==> src/rtl/switch_arbiter_pkg.sv <==
`default_nettype none
// ============================================================================
// Module      : switch_arbiter_pkg
// Description : Shared router configuration: port counts, output one-hot
//               encodings and the arbiter starvation age limit.
// Revision    : 1.0 - initial release
// ============================================================================
package switch_arbiter_pkg;

    localparam int N         = 5;
    localparam int M         = 5;
    localparam int AGE_LIMIT = 15;

    // Output one-hot codes; index 0 (leftmost bit) is the local PE.
    localparam logic [0:M-1] c_out_pe = 5'b10000;
    localparam logic [0:M-1] c_out_n  = 5'b01000;
    localparam logic [0:M-1] c_out_e  = 5'b00100;
    localparam logic [0:M-1] c_out_s  = 5'b00010;
    localparam logic [0:M-1] c_out_w  = 5'b00001;

    typedef enum logic [2:0] {
        PORT_PE = 3'd0,
        PORT_N  = 3'd1,
        PORT_E  = 3'd2,
        PORT_S  = 3'd3,
        PORT_W  = 3'd4
    } port_e;

endpackage
`default_nettype wire

==> src/rtl/switch_arbiter_rr_pick.sv <==
`default_nettype none
// ============================================================================
// Module      : rr_pick
// Description : Combinational N-way cyclic priority pick starting at a
//               pointer; urgent requesters pre-empt non-urgent ones.
// Revision    : 1.0 - initial release
// ============================================================================
module rr_pick
    import switch_arbiter_pkg::*;
#(
    parameter int N     = switch_arbiter_pkg::N,
    parameter int PTR_W = (N > 1) ? $clog2(N) : 1
) (
    input  logic [0:N-1]       i_req,
    input  logic [0:N-1]       i_urgent,
    input  logic [PTR_W-1:0]   i_ptr,
    output logic [0:N-1]       o_winner
);

    logic             w_found;
    logic             w_any_urgent;
    logic [PTR_W-1:0] w_pos;

    always_comb begin
        o_winner     = '0;
        w_found      = 1'b0;
        w_pos        = '0;
        w_any_urgent = |(i_req & i_urgent);
        for (int k = 0; k < N; k++) begin
            w_pos = PTR_W'((int'(i_ptr) + k) % N);
            // When any requester is urgent, only urgent ones may win.
            if (!w_found && i_req[w_pos] && (!w_any_urgent || i_urgent[w_pos])) begin
                o_winner[w_pos] = 1'b1;
                w_found         = 1'b1;
            end
        end
    end

endmodule
`default_nettype wire

==> src/rtl/switch_arbiter.sv <==
`default_nettype none
// ============================================================================
// Module      : switch_arbiter
// Description : Per-output round-robin arbiter with starvation aging and
//               registered one-hot grants for the crossbar.
// Revision    : 1.0 - initial release
// ============================================================================
module switch_arbiter
    import switch_arbiter_pkg::*;
#(
    parameter int N         = switch_arbiter_pkg::N,
    parameter int M         = switch_arbiter_pkg::M,
    parameter int AGE_LIMIT = switch_arbiter_pkg::AGE_LIMIT
) (
    input  logic                clk,
    input  logic                reset_n,
    input  logic [0:N-1][0:M-1] i_output_req,
    input  logic [0:M-1]        i_en,
    output logic [0:N-1][0:M-1] o_grant,
    output logic [0:M-1][0:N-1] o_sel,
    output logic [0:N-1]        o_input_ack,
    output logic [0:N-1]        o_req_err
);

    localparam int c_ptr_w = (N > 1) ? $clog2(N) : 1;
    localparam int c_age_w = (AGE_LIMIT > 0) ? $clog2(AGE_LIMIT + 1) : 1;
    localparam logic [c_age_w-1:0] c_age_max = c_age_w'(AGE_LIMIT);

    logic [0:N-1][0:M-1]         w_req_norm;
    logic [0:N-1][0:M-1]         w_grant_next;
    logic [0:N-1]                w_multi;
    logic [0:N-1]                w_urgent;
    logic [0:N-1]                w_granted;
    logic [0:M-1][0:N-1]         w_col_req;
    logic [0:M-1][0:N-1]         w_win;
    logic [0:M-1][c_ptr_w-1:0]   w_ptr_next;
    logic [0:N-1][c_age_w-1:0]   w_age_next;

    logic [0:M-1][c_ptr_w-1:0]   r_ptr;
    logic [0:N-1][c_age_w-1:0]   r_age;
    logic [0:N-1][0:M-1]         r_grant;
    logic [0:M-1][0:N-1]         r_sel;
    logic [0:N-1]                r_ack;
    logic [0:N-1]                r_err;

    // Keep the lowest-index request bit; an input being acked sits out a cycle.
    always_comb begin
        w_req_norm = '0;
        w_multi    = '0;
        w_urgent   = '0;
        w_col_req  = '0;
        for (int n = 0; n < N; n++) begin
            for (int m = 0; m < M; m++) begin
                if (i_output_req[n][m] && (w_req_norm[n] == '0)) begin
                    w_req_norm[n][m] = 1'b1;
                end
            end
            w_multi[n]  = (w_req_norm[n] != i_output_req[n]);
            w_urgent[n] = (r_age[n] == c_age_max);
            for (int m = 0; m < M; m++) begin
                w_col_req[m][n] = w_req_norm[n][m] & ~r_ack[n] & i_en[m];
            end
        end
    end

    generate
        for (genvar m = 0; m < M; m++) begin : g_out
            rr_pick #(
                .N     (N),
                .PTR_W (c_ptr_w)
            ) u_pick (
                .i_req    (w_col_req[m]),
                .i_urgent (w_urgent),
                .i_ptr    (r_ptr[m]),
                .o_winner (w_win[m])
            );
        end
    endgenerate

    always_comb begin
        w_grant_next = '0;
        w_granted    = '0;
        w_ptr_next   = r_ptr;
        w_age_next   = r_age;
        for (int m = 0; m < M; m++) begin
            for (int n = 0; n < N; n++) begin
                if (w_win[m][n]) begin
                    w_grant_next[n][m] = 1'b1;
                    w_granted[n]       = 1'b1;
                    w_ptr_next[m]      = c_ptr_w'((n + 1) % N);
                end
            end
        end
        for (int n = 0; n < N; n++) begin
            if (w_granted[n] || (w_req_norm[n] == '0)) begin
                w_age_next[n] = '0;
            end else if (r_age[n] != c_age_max) begin
                w_age_next[n] = r_age[n] + c_age_w'(1);
            end
        end
    end

    always_ff @(posedge clk or negedge reset_n) begin
        if (!reset_n) begin
            r_ptr   <= '0;
            r_age   <= '0;
            r_grant <= '0;
            r_sel   <= '0;
            r_ack   <= '0;
            r_err   <= '0;
        end else begin
            r_ptr   <= w_ptr_next;
            r_age   <= w_age_next;
            r_grant <= w_grant_next;
            r_sel   <= w_win;
            r_ack   <= w_granted;
            r_err   <= w_multi;
        end
    end

    assign o_grant     = r_grant;
    assign o_sel       = r_sel;
    assign o_input_ack = r_ack;
    assign o_req_err   = r_err;

endmodule
`default_nettype wire

==> config.mk <==
export PLATFORM = sky130hd
export DESIGN_NAME = switch_arbiter
export DESIGN_NICKNAME = d
export VERILOG_FILES = /design/src/rtl/switch_arbiter_pkg.sv /design/src/rtl/switch_arbiter_rr_pick.sv /design/src/rtl/switch_arbiter.sv
export SDC_FILE = /design/constraint.sdc
export NUM_CORES = 1
export LEC_CHECK = 0
export ABC_AREA = 1
export CAP_MARGIN = 20
export CORE_ASPECT_RATIO = 0.8
export CORE_MARGIN = 1
export CORE_UTILIZATION = 62
export CTS_CLUSTER_SIZE = 16
export DETAILED_ROUTE_END_ITERATION = 6
export PLACE_DENSITY = 0.8
export SETUP_SLACK_MARGIN = 0.15
export SYNTH_ARGS = -nofsm -noshare
export SYNTH_HDL_FRONTEND = slang
export SYNTH_SLANG_ARGS = --single-unit
==> constraint.sdc <==
create_clock -name clk -period 5.69 [get_ports clk]
set_clock_uncertainty 0.1 [all_clocks]
set_input_delay 1.138 -clock clk [delete_from_list [all_inputs] [get_ports clk]]
set_output_delay 1.138 -clock clk [all_outputs]
set_load 0.03 [all_outputs]
==> results.md <==
* Status: finished clean
* Initial core utilization at 63.6%
* CORE AREA at 20800 um2
* Die Y at 133 um
* Crit-path max FO at 9
* WHS at 0.481 ns
* Final min period at 4.91 ns
* Syn Inst Count at 2241
* Ys async rst share at 100%
* R2R depth at 25
* Placed cell areas at 14200 um2
* H-tree depth at 3
* Chip width at 165 um
* Detail Route Antenna Nets at 0
* GRT Resource Usage Total at 36.6%
* Number of global-route vias before repair at 13000
* Max cap viols at 0
* Hold Fails Final Rpt at 0
* Critical path arrival at 5.09 ns
* Seq/Total Area, Yosys at 13.3%
* Hold path cells at 2
* Vias/cell at 5.70
* Port Buf Inserts at 91
* Global-route wire length before repair at 64000 um
* Cell area after layout at 14500 um2
* Yosys reg bits at 70
* Slew HR at 37.1%
* Initial DRC count at 1630
* Worst Setup Start Kind: flop
* Post-Syn Nets at 2376
* Setup Fix Bufs, Post-CTS at 0
* RSZ-0062 raised after global routing: no
* Setup TNS at 0 ns
* Fmax at 0.204 GHz
* Mean Syn Cell Area at 5.89 um2
* Num CTS Buffers at 9
* Worst-Margin Slew at 0.943 ns
* TritonCTS clock tree: yes
* Pins Over Slew Limit at 0
* Multi-input combinational cell area at 9800 um2
* Post-cts sizing count at 0
* Critical path class: reg2reg
* CP Data Required Time at 5.87 ns
* Area delta synth->final at 9.45%
* Clock root buffer: clkbuf_16
* I/O Pins at 92
* DR vias at 14700
* Number of synthesized flops with an enable pin at 0
* Mapped cell area at 13200 um2
* Antenna cells at 0
* Unique masters post-synth at 58
* Layout cell share with drive strength beyond 1 at 12.8%
* Largest net degree at the start of global routing at 71
* # setup viols final at 0
* Max clock buf depth at 2
* DRC violations left at 0
* Drt pass-1 iters at 7
* Kind of end point of the critical path: flop
* Initial antenna violation count at 1
* Row cnt at 47
* Nets at 2434
* Hold_buf cts at 0
* Worst-path clk slew at 0.06 ns
* Top_reg_cell synth: dfrtp_1
* DIE AREA at 21900 um2
* GP Congestion at 1.00
* Final WL at 39800 um
* Grt ovf at 0
* Clock Sinks at 70
* Clk Latency, worst-skew pair at 0.35 ns
* Hold WC Path Type: reg2reg
* Dpl hpwl at 31100 um
* FF/Latch Area at 1750 um2
* Drt wl/cell at 15.5 um
* Layout fillers at 1892
* Synth Warn # at 0
* Crit share post-route at 86.3%
final cells by class:
type | instances | share of cell area (%)
Clock buffer | 10 | 1.65
Clock inverter | 6 | 0.312
Inverter | 340 | 8.86
Multi-Input combinational cell | 1775 | 67.8
Sequential cell | 70 | 12.1
Tap cell | 269 | 2.33
Timing Repair Buffer | 103 | 6.91
state kept, by name, indices dropped and copies added, names as in the netlist:
signal	count
r_age	20
o_input_ack	5
o_req_err	5
o_grant	5
o_sel	20
r_ptr	15
worst paths after layout:
path,startpoint,end,slack (ns)
min in group asynchronous,reset_n,r_ptr[0],0.85
worst min register to register,r_age[11],r_age[11],0.48
worst max register to register,r_ptr[13],r_age[5],0.78
worst max-delay path,r_ptr[13],r_age[5],0.78
max in group asynchronous,reset_n,o_sel[10],4.05
worst min-delay path,r_age[11],r_age[11],0.48
cell usage in the layout, fill, tap and decap left out, drive strengths merged, types with 30 or more instances in the layout:
| cell type | count |
|---|---|
| nand4 | 85 |
| ha | 103 |
| xor2 | 30 |
| nand2 | 766 |
| o21ai | 108 |
| nor2 | 285 |
| inv | 327 |
| a21oi | 67 |
| dfrtp | 70 |
| nand3 | 237 |
| clkdlybuf4s50 | 90 |
logic make-up after synthesis:
group / after synthesis / share of synthesized area, %
compound gates: 204 / 9.29
flops: 70 / 13.3
simple gates: 1432 / 52.3
fa+ha+maj: 103 / 9.76
xor+xnor: 33 / 2.62
mux: 3 / 0.227
buf+inv: 396 / 12.5
worst max-delay path, stage by stage, from the launching register on:
cell,delay (ns)
dfrtp_1,0.58
inv_1,0.24
ha_1,0.48
inv_1,0.17
ha_1,0.23
inv_1,0.06
nand3_1,0.15
nand2_2,0.14
xor2_1,0.26
ha_1,0.22
inv_1,0.07
or2_2,0.28
nand2_2,0.12
nand2_2,0.08
nand2_1,0.07
nand2_1,0.11
nor2_1,0.19
nand2_1,0.06
o21ai_0,0.07
nor2_1,0.08
and2_1,0.20
nand4_1,0.12
nand3_2,0.18
nor2_2,0.27
nand4_4,0.17
nor2_2,0.12
stage by stage:
| stage | utilization, % | worst slack [ns] | std cells |
|---|---|---|---|
| global placement | 68.3 | 0.878 | 2557 |
| global route | 69.6 | 0.337 | 2573 |
| finish | 69.6 | 0.780 | 2573 |
| detailed placement | 68.3 | 0.881 | 2557 |
| floorplan | - | 1.43 | 2241 |
| CTS | 69.6 | 0.867 | 2573 |
metal layers:
metal	vias up	part of all wire, %	GRT usage [%]
met5	-	0	0
met4	0	2.7	12.2
met3	87	10	5.42
met2	693	44	57.4
met1	6624	43	51.0
li1	7257	-	-
cells in the mapped netlist (4+ instances only):
| master | count | area [um2] |
|---|---|---|
| nand2_4 | 10 | 113 |
| xor2_1 | 24 | 210 |
| nand4_1 | 79 | 494 |
| o21ai_0 | 71 | 355 |
| dfrtp_1 | 70 | 1750 |
| nor2_2 | 42 | 263 |
| xor2_2 | 5 | 81.3 |
| o211ai_1 | 10 | 75.1 |
| buf_4 | 32 | 240 |
| nand3_2 | 30 | 300 |
| a21oi_4 | 5 | 81.3 |
| nand3_1 | 199 | 996 |
| ha_1 | 103 | 1290 |
| or2_2 | 4 | 25.0 |
| nor2_4 | 23 | 259 |
| or2_1 | 4 | 25.0 |
| o21a_1 | 5 | 37.5 |
| clkbuf_1 | 6 | 22.5 |
| a21oi_1 | 55 | 275 |
| a21oi_2 | 7 | 61.3 |
| inv_1 | 279 | 1050 |
| o21ai_1 | 27 | 135 |
| clkinv_1 | 13 | 48.8 |
| o22ai_1 | 4 | 25.0 |
| nand3_4 | 8 | 140 |
| nand2_1 | 700 | 2630 |
| nand3b_1 | 11 | 82.6 |
| nand4_4 | 5 | 106 |
| o21ai_2 | 10 | 87.6 |
| inv_2 | 46 | 173 |
| buf_2 | 11 | 55.1 |
| nor2_1 | 217 | 815 |
| buf_6 | 4 | 45.0 |
| nand2_2 | 56 | 350 |
| nor3_1 | 28 | 140 |
Power is not shown: default switching activity piles up to over one toggle a cycle in this logic, so the estimate is an artifact.
